`src/rtl/alu_pkg.sv`:
```
// Shared types and constants for the ALU command issuer.
// Command entries carry an accumulate flag only when ALU_ISSUER_ACC_EN is defined.
package alu_pkg;

  localparam int ALU_W    = 16;
  localparam int ALU_OP_W = 2;

  localparam logic [ALU_OP_W-1:0] ALU_ADD = 2'b00;
  localparam logic [ALU_OP_W-1:0] ALU_SUB = 2'b01;
  localparam logic [ALU_OP_W-1:0] ALU_AND = 2'b10;
  localparam logic [ALU_OP_W-1:0] ALU_OR  = 2'b11;

  typedef struct packed {
`ifdef ALU_ISSUER_ACC_EN
    logic                acc;
`endif
    logic [ALU_OP_W-1:0] op;
    logic [ALU_W-1:0]    a;
    logic [ALU_W-1:0]    b;
  } alu_cmd_t;

`ifdef ALU_ISSUER_ACC_EN
  localparam int ALU_CMD_W = 35;
`else
  localparam int ALU_CMD_W = 34;
`endif

  typedef enum logic [1:0] {
    ST_IDLE = 2'd0,
    ST_WAIT = 2'd1,
    ST_HOLD = 2'd2
  } issuer_state_e;

endpackage

```
`src/rtl/alu_issue_fifo.sv`:
```
// Synchronous FIFO for issuer commands; DEPTH must be a power of two so the
// pointers wrap naturally.
module alu_issue_fifo #(
  parameter int DEPTH = 4,
  parameter int WIDTH = 34
) (
  input  logic                     clk,
  input  logic                     rst_n,
  input  logic                     push_i,
  input  logic [WIDTH-1:0]         push_data_i,
  input  logic                     pop_i,
  output logic [WIDTH-1:0]         pop_data_o,
  output logic                     full_o,
  output logic                     empty_o,
  output logic [$clog2(DEPTH):0]   count_o
);

  localparam int AW = $clog2(DEPTH);
  localparam int CW = AW + 1;
  localparam logic [CW-1:0] FULL_CNT = CW'(DEPTH);

  logic [WIDTH-1:0] mem_q [DEPTH];
  logic [AW-1:0]    wr_ptr_q, rd_ptr_q;
  logic [CW-1:0]    count_q;
  logic             do_push, do_pop;

  assign full_o  = (count_q == FULL_CNT);
  assign empty_o = (count_q == '0);
  assign count_o = count_q;
  assign do_push = push_i & ~full_o;
  assign do_pop  = pop_i & ~empty_o;
  assign pop_data_o = mem_q[rd_ptr_q];

  // NOTE: storage is deliberately left out of reset; only pointers and count
  // define validity, and a resettable array costs a mux per bit.
  always_ff @(posedge clk) begin
    if (do_push) mem_q[wr_ptr_q] <= push_data_i;
  end

  // NOTE: sequential state uses non-blocking assignments so every register
  // samples pre-edge values regardless of statement order.
  always_ff @(posedge clk or negedge rst_n) begin
    if (!rst_n) begin
      wr_ptr_q <= '0;
      rd_ptr_q <= '0;
      count_q  <= '0;
    end else begin
      if (do_push) wr_ptr_q <= wr_ptr_q + 1'b1;
      if (do_pop)  rd_ptr_q <= rd_ptr_q + 1'b1;
      case ({do_push, do_pop})
        2'b10:   count_q <= count_q + 1'b1;
        2'b01:   count_q <= count_q - 1'b1;
        default: count_q <= count_q;
      endcase
    end
  end

endmodule

```
`src/rtl/alu_issuer.sv`:
```
// Issues buffered commands to a combinational ALU and returns its result over
// a valid/ready response port. Define ALU_ISSUER_ACC_EN for accumulator operand.
module alu_issuer
  import alu_pkg::*;
#(
  parameter int DEPTH = 4
) (
  input  logic                  clk,
  input  logic                  reset,
  input  logic                  cmd_valid,
  output logic                  cmd_ready,
  input  logic [ALU_OP_W-1:0]   cmd_op,
  input  logic [ALU_W-1:0]      cmd_a,
  input  logic [ALU_W-1:0]      cmd_b,
  input  logic                  cmd_acc,
  output logic [ALU_OP_W-1:0]   alu_op,
  output logic [ALU_W-1:0]      alu_i0,
  output logic [ALU_W-1:0]      alu_i1,
  input  logic [ALU_W-1:0]      alu_o,
  input  logic                  alu_cout,
  output logic                  rsp_valid,
  input  logic                  rsp_ready,
  output logic [ALU_W-1:0]      rsp_data,
  output logic                  rsp_cout,
  output logic [$clog2(DEPTH):0] fifo_count
);

  issuer_state_e        state_q, state_d;
  alu_cmd_t             cmd_in, head;
  logic [ALU_CMD_W-1:0] head_raw;
  logic                 fifo_full, fifo_empty, fifo_pop, capture, rsp_valid_d;
  logic [ALU_W-1:0]     operand0;
  logic [ALU_OP_W-1:0]  alu_op_q;
  logic [ALU_W-1:0]     alu_i0_q, alu_i1_q, rsp_data_q;
  logic                 rsp_cout_q, rsp_valid_q;

  always_comb begin
    cmd_in    = '0;
    cmd_in.op = cmd_op;
    cmd_in.a  = cmd_a;
    cmd_in.b  = cmd_b;
`ifdef ALU_ISSUER_ACC_EN
    cmd_in.acc = cmd_acc;
`endif
  end

  alu_issue_fifo #(.DEPTH(DEPTH), .WIDTH(ALU_CMD_W)) u_fifo (
    .clk         (clk),
    .rst_n       (reset),
    .push_i      (cmd_valid & cmd_ready),
    .push_data_i (cmd_in),
    .pop_i       (fifo_pop),
    .pop_data_o  (head_raw),
    .full_o      (fifo_full),
    .empty_o     (fifo_empty),
    .count_o     (fifo_count)
  );

  assign cmd_ready = ~fifo_full;
  assign head      = alu_cmd_t'(head_raw);

`ifdef ALU_ISSUER_ACC_EN
  logic [ALU_W-1:0] acc_q;

  assign operand0 = head.acc ? acc_q : head.a;

  always_ff @(posedge clk or negedge reset) begin
    if (!reset)       acc_q <= '0;
    else if (capture) acc_q <= alu_o;
  end
`else
  logic unused_cmd_acc;

  assign unused_cmd_acc = cmd_acc;
  assign operand0       = head.a;
`endif

  // NOTE: every signal written here gets a default first, so no path through
  // the case leaves one unassigned and infers a latch.
  always_comb begin
    state_d     = state_q;
    fifo_pop    = 1'b0;
    capture     = 1'b0;
    rsp_valid_d = rsp_valid_q;
    unique case (state_q)
      ST_IDLE: begin
        if (!fifo_empty) begin
          fifo_pop = 1'b1;
          state_d  = ST_WAIT;
        end
      end
      ST_WAIT: begin
        capture     = 1'b1;
        rsp_valid_d = 1'b1;
        state_d     = ST_HOLD;
      end
      ST_HOLD: begin
        if (rsp_ready) begin
          rsp_valid_d = 1'b0;
          fifo_pop    = ~fifo_empty;
          state_d     = fifo_empty ? ST_IDLE : ST_WAIT;
        end
      end
      default: state_d = ST_IDLE;
    endcase
  end

  always_ff @(posedge clk or negedge reset) begin
    if (!reset) begin
      state_q     <= ST_IDLE;
      alu_op_q    <= '0;
      alu_i0_q    <= '0;
      alu_i1_q    <= '0;
      rsp_valid_q <= 1'b0;
      rsp_data_q  <= '0;
      rsp_cout_q  <= 1'b0;
    end else begin
      state_q     <= state_d;
      rsp_valid_q <= rsp_valid_d;
      if (fifo_pop) begin
        alu_op_q <= head.op;
        alu_i0_q <= operand0;
        alu_i1_q <= head.b;
      end
      if (capture) begin
        rsp_data_q <= alu_o;
        rsp_cout_q <= alu_cout;
      end
    end
  end

  assign alu_op    = alu_op_q;
  assign alu_i0    = alu_i0_q;
  assign alu_i1    = alu_i1_q;
  assign rsp_valid = rsp_valid_q;
  assign rsp_data  = rsp_data_q;
  assign rsp_cout  = rsp_cout_q;

endmodule

```
`config.mk`:
```
export PLATFORM = sky130hd
export DESIGN_NAME = alu_issuer
export DESIGN_NICKNAME = d
export VERILOG_FILES = /design/src/rtl/alu_pkg.sv /design/src/rtl/alu_issue_fifo.sv /design/src/rtl/alu_issuer.sv
export SDC_FILE = /design/constraint.sdc
export NUM_CORES = 1
export LEC_CHECK = 0
export CAP_MARGIN = 0
export CELL_PAD_IN_SITES_DETAIL_PLACEMENT = 0
export CELL_PAD_IN_SITES_GLOBAL_PLACEMENT = 1
export CORE_ASPECT_RATIO = 1.4
export CORE_MARGIN = 4
export CORE_UTILIZATION = 50
export DETAILED_ROUTE_END_ITERATION = 12
export GPL_TIMING_DRIVEN = 0
export PLACE_DENSITY_LB_ADDON = 0.1
export REMOVE_ABC_BUFFERS = 1
export SYNTH_ARGS = -nofsm -noshare
export SYNTH_HDL_FRONTEND = slang
export SYNTH_SLANG_ARGS = --single-unit
export TNS_END_PERCENT = 50
```
`constraint.sdc`:
```
create_clock -name clk -period 6.4 [get_ports clk]
set_input_delay 1.28 -clock clk [delete_from_list [all_inputs] [get_ports clk]]
set_output_delay 1.28 -clock clk [all_outputs]
set_load 0.01 [all_outputs]
```
Word-level counts from Yosys, hierarchy flattened. Memory sizes are Yosys's and may differ from the RTL's. A register that Yosys moved wholly into a read port is not among the register bits. Index checks and enable logic that the tools add are counted.

$add $sub $neg: 4. Equality and inequality tests: 7. Multiplexer cells: 13. Bitwise gates (word level): 5. Reduce and logical (&&, ||, !) cells: 7.

Operator list (number): $mux W1 (7); $pmux W2 S3 (1); $pmux W3 S2 (1); $add A2 B1 Y2 const B (2); $eq A2 B1 Y1 const B (2); $eq A2 B2 Y1 const B (2); $mux W2 (2); $ne A2 B2 Y1 const B (2); $pmux W1 S2 (2); $reduce_and A2 Y1 (2); $reduce_bool A2 Y1 (2); $add A3 B1 Y3 const B (1); $and A1 B1 Y1 (3); $eq A3 B3 Y1 const B (1); $logic_not A3 Y1 (1); $sub A3 B1 Y3 const B (1); $logic_not A2 Y1 (1); $not A1 Y1 (2); $logic_not A1 Y1 (1).

Register bits after elaboration: 27. Memory bits (writable): 136. Bits of input ports: 56. Output and inout port bits: 56. Logic and storage cells: 44. Memories: 1.

Memories: u_fifo.mem_q (words 4, bits a word 34, rd ports 1, clocked after memory_dff 1, wr ports 1, line alu_issue_fifo.sv:22) `logic [WIDTH-1:0] mem_q [DEPTH];`.

Longest topological paths before layout.
Depth in word-level cells: 7. Mapped depth: 9. Mapped depth without buffers: 9.

Cells and area by module. Synthesis repeated with hierarchy kept, for this count alone.

Cell total of the unflattened synthesis: 336. Area total of the unflattened synthesis: 7437.1 um2.

Modules (own cells, without submodules): alu_issue_fifo (times used 1, cells an instance 215, area each 5385.2 um2, seq. area each 4259.1 um2); alu_issuer (times used 1, cells an instance 121, area each 2052.0 um2, seq. area each 1351.3 um2).

Worst setup path after synthesis. No wires, ideal clock.

Kind: input -> register. From: in rsp_ready. To: reg u_fifo.count_q[2], in the netlist u_fifo.count_o[2]. Setup time: 79 ps. Data arrival time: 2979 ps. Data required time: 6321 ps. Setup slack: 3342 ps. Cell stages on the path: 9. Buffers on the path: 1. Cell sequence: and2b_1 > nor3_4 > buf_6 > ha_1 > inv_1 > fa_1 > xor2_1 > nor2_1 > xor2_1.

Word-level cells in the longest chain between the ends: 5. Elaborated cells on any way between the ends: 7. Those cells by class: eq/ne: 2; mux: 3; bitwise: 1; reduce/logical: 1.

RTL lines: from (decl) (line alu_issuer.sv:22) `input logic rsp_ready,`; $mux W1 * (line alu_issuer.sv:98) `if (rsp_ready) begin`; $pmux W1 S2 * (line alu_issuer.sv:85) `unique case (state_q)`; $and A1 B1 Y1 * (line alu_issue_fifo.sv:31) `assign do_pop = pop_i & ~empty_o;`; via u_fifo.do_pop (line alu_issue_fifo.sv:25) `logic do_push, do_pop;`; $eq A2 B1 Y1 / $eq A2 B2 Y1 (equally long branches) (line alu_issue_fifo.sv:50) `case ({do_push, do_pop})`; $pmux W3 S2 / $reduce_bool A2 Y1 (equally long branches); to (signal assigned) (line alu_issue_fifo.sv:51) `2'b10: count_q <= count_q + 1'b1;`; to (signal assigned) (line alu_issue_fifo.sv:52) `2'b01: count_q <= count_q - 1'b1;`; to (signal assigned) (line alu_issue_fifo.sv:53) `default: count_q <= count_q;`; to (decl) (line alu_issue_fifo.sv:24) `logic [CW-1:0] count_q;`.

The timed path passes the listed nets; every way through them passes the cells marked *. A chain may end at the register's enable or synchronous reset.

Worst setup path after layout.
From: in rsp_ready. To: reg u_fifo.count_q[2], in the netlist u_fifo.count_o[2].

Word-level cells in the longest chain between the ends: 5. Elaborated cells on any way between the ends: 7. Those cells by class: eq/ne: 2; mux: 3; bitwise: 1; reduce/logical: 1.

RTL lines (line): $mux W1 * (alu_issuer.sv:98); $pmux W1 S2 * (alu_issuer.sv:85); $and A1 B1 Y1 * (alu_issue_fifo.sv:31); $eq A2 B1 Y1 / $eq A2 B2 Y1 (equally long branches) (alu_issue_fifo.sv:50); $pmux W3 S2 / $reduce_bool A2 Y1 (equally long branches).

Every way passes the cells marked *; elsewhere a longest branch is shown, timed or not.

==> flow_summary.ini <==
[status]
status = finished clean

[sta]
drv_slew = 0
min_period_ns = 3.411
fin_skew_ns = 0.009590
slew_headroom = 0.4285
period_share = 0.5330
max_clock_freq_mhz = 293.1
setup_tns_ns = 0
setup_viol = 0
hold_viol_final = 0
setup_slack_ns = 2.989
rsz0062_at_grt = false
timing.hold.ws_ns = 0.5049
tightest_slew_ns = 0.8573

[synthesis]
synth_cell_types = 26
synth_adder_area_share = 0.01121
yosysSeqAreaShare = 0.7618
postSynthCellCount = 333
ys_ff_latch = 197
synth-simple-area-share = 0.01410
synth_top_family_by_area = multiplexers
ys_warn_count = 0
synth-xor-area-share = 0.007136
netlist_area_sq_mm = 0.007365
avgSynthCellArea_sq_um = 22.12
synth_compound_area_frac = 0.002379
synthMuxAreaShare = 0.1848

[clocking]
cts_made_buffers = 17
htree_levels = 4
hold_buffers = 0
cts.sinks = 197
cts-root-buf = clkbuf_16
clock_latency_ns = 0.42
clockBufferDepth = 2
cts_tree = done
path_clk_slew_ns = 0.07
cts_setup_buffers = 0
ctsResizeCount = 0

[placement]
placed_cell_area_sq_mm = 0.008776
numPlacedInstances = 628
place_congestion = 0.7045
hpwl_mm = 8.171
pre_cts_ws_ns = 2.552
io_buffer_count = 110

[pwr]
ir_worst_vdd_uv = 264.3
switching_share = 0.2882
p_int_mw = 3.257
sequentialPowerShare = 0.429
comb_power_share = 0.353
switchingPower_mw = 1.319
pwr-share-clk = 0.218
powerDensity_mw_per_mm2 = 490.4
leakage_nw = 3.336
power.total_mw = 4.576

[route]
viasPerCell = 5.268
avgRoutedWirePerCell_microns = 20.02
dr.pass1.iters = 4
vias = 3477
drt_iter0_drc = 105
wl_mm = 13.22
ant_nets = 0
drc = 0

[critical_path]
r2r_slack_ns = 3.94
endpoint = u_fifo.count_o[2]
end_kind = flop
required_ns = 6.74
timing_worst_setup_path_type = in2reg
timing.rr.end = u_fifo.count_o[2]
timing.rr.start = state_q[1]
cp_max_fo = 9
crit_path_start = rsp_ready
cp-start-kind = input pin
cp_data_arrival_time_ns = 3.76
reg2regPathDepth = 8

[cells_and_area]
fin_cells = 660
fin_nets = 520
stdcell_area_sq_mm = 0.009333
antennaDiodeCount = 0
nFillCells = 1055
syn_to_final_growth_pct = 26.72
final_util = 0.6461
drive_above_1_share = 0.2887
ff_latch_area_sq_mm = 0.005613
multi_input_area_sq_mm = 0.001623

[run]
maxCapViolCount = 0

[global_routing]
grt-ovfl-total = 0
grt_max_degree = 62
grtUsageTotal = 0.1678
grt_antenna_before_repair = 0
grt_pass1_wl_mm = 21.23
grt_pass1_vias = 3898

[die]
rows = 52
start_util = 0.5099
design.core.area_sq_mm = 0.01444
die_h_microns = 151.6
io_pins = 112
die_w_microns = 110.6
dieArea_sq_mm = 0.01676

[worst_hold_path]
hp-class = reg2reg
[cell usage after synthesis (all sizes together)]
master	number	area share
dfrtp	61	0.21
ha	5	0.0085
xnor2	2	0.0024
mux2	52	0.080
xor2	4	0.0048
nor4b	1	0.0012
mux2i	1	0.0014
clkbuf	3	0.0015
inv	8	0.0041
nand2	1	0.00051
edfxtp	136	0.55
fa	1	0.0027
nor2	2	0.0014
or3b	1	0.0012
and3	4	0.0034
and2	1	0.0012
and2b	1	0.0010
mux4	34	0.10
a21oi	2	0.0014
buf	9	0.013
nor3	3	0.0042
a21o	1	0.0010
[state kept, by name, summed over array words and instances, names as in the netlist]
register and cells:
u_fifo.mem_q 136, alu_i0 16, alu_i1 16, rsp_data 16, u_fifo.count_o 3, alu_op 2, state_q 2, u_fifo.rd_ptr_q 2
u_fifo.wr_ptr_q 2, rsp_cout 1, rsp_valid 1
[power groups by stage]
stage	Sequential (mW)	Clock [mW]	Combinational, mW
after global placement	2.07	0	1.45
after global routing	2.01	1.08	1.75
after detailed placement	2.00	0	1.65
final	1.96	0.996	1.62
after floorplan	2.09	0	0.780
after CTS	1.97	1.02	1.66
[worst min path at each step]
| stage | start | to | slack, ns | cells after the start |
|---|---|---|---|---|
| 2_1_floorplan | state_q[1] | rsp_valid | 0.48 | 1 |
| 5_1_grt | alu_i1[15] | alu_i1[15] | 0.52 | 1 |
| 3_3_place_gp | state_q[1] | rsp_valid | 0.49 | 1 |
| 6_report | alu_i1[8] | alu_i1[8] | 0.50 | 1 |
| 4_1_cts | alu_i1[8] | alu_i1[8] | 0.51 | 1 |
| 3_5_place_dp | alu_i1[8] | alu_i1[8] | 0.49 | 1 |
[area by class of cell]
class                           instances  area share
Multi-Input combinational cell        116      0.1739
Sequential cell                       197      0.6014
Tap cell                              189     0.02534
Clock inverter                         13     0.01220
Inverter                                8    0.003218
Timing Repair Buffer                  118      0.1365
Clock buffer                           19     0.04746
[cells by family (layout without fill, tap and decap cells)]
group	Yosys count	in the layout
AND/OR/NAND/NOR	14	14
flip-flops	197	197
buffers and inverters	20	158
adder cells (fa/ha/maj)	6	6
AO/OA/AOI/OAI	3	3
multiplexers	87	87
XOR/XNOR	6	6
[critical path, cell delays in order]
cell,delay (ns)
clkdlybuf4s50_1,0.48
and2b_1,0.25
nor3_4,0.57
ha_1,0.30
inv_1,0.06
fa_1,0.37
xor2_1,0.15
nor2_1,0.14
xor2_1,0.16
[placed cells by master, fill, tap and decap left out, drive strengths merged, types with 4 or more instances in the layout]
cell type / instances
inv: 16
ha: 5
clkdlybuf4s50: 109
xor2: 4
clkinv: 5
clkbuf: 19
mux2: 52
buf: 9
mux4: 34
edfxtp: 136
and3: 4
dfrtp: 61
[per-layer routing]
metal,up-vias,GRT usage,share of wire
met5,-,0,0
met4,0,0.04621,0.0080
met3,7,0.04966,0.048
met2,103,0.2965,0.53
met1,1795,0.2028,0.42
li1,1572,-,-
Note: power is estimated with default switching activity, not from simulation.
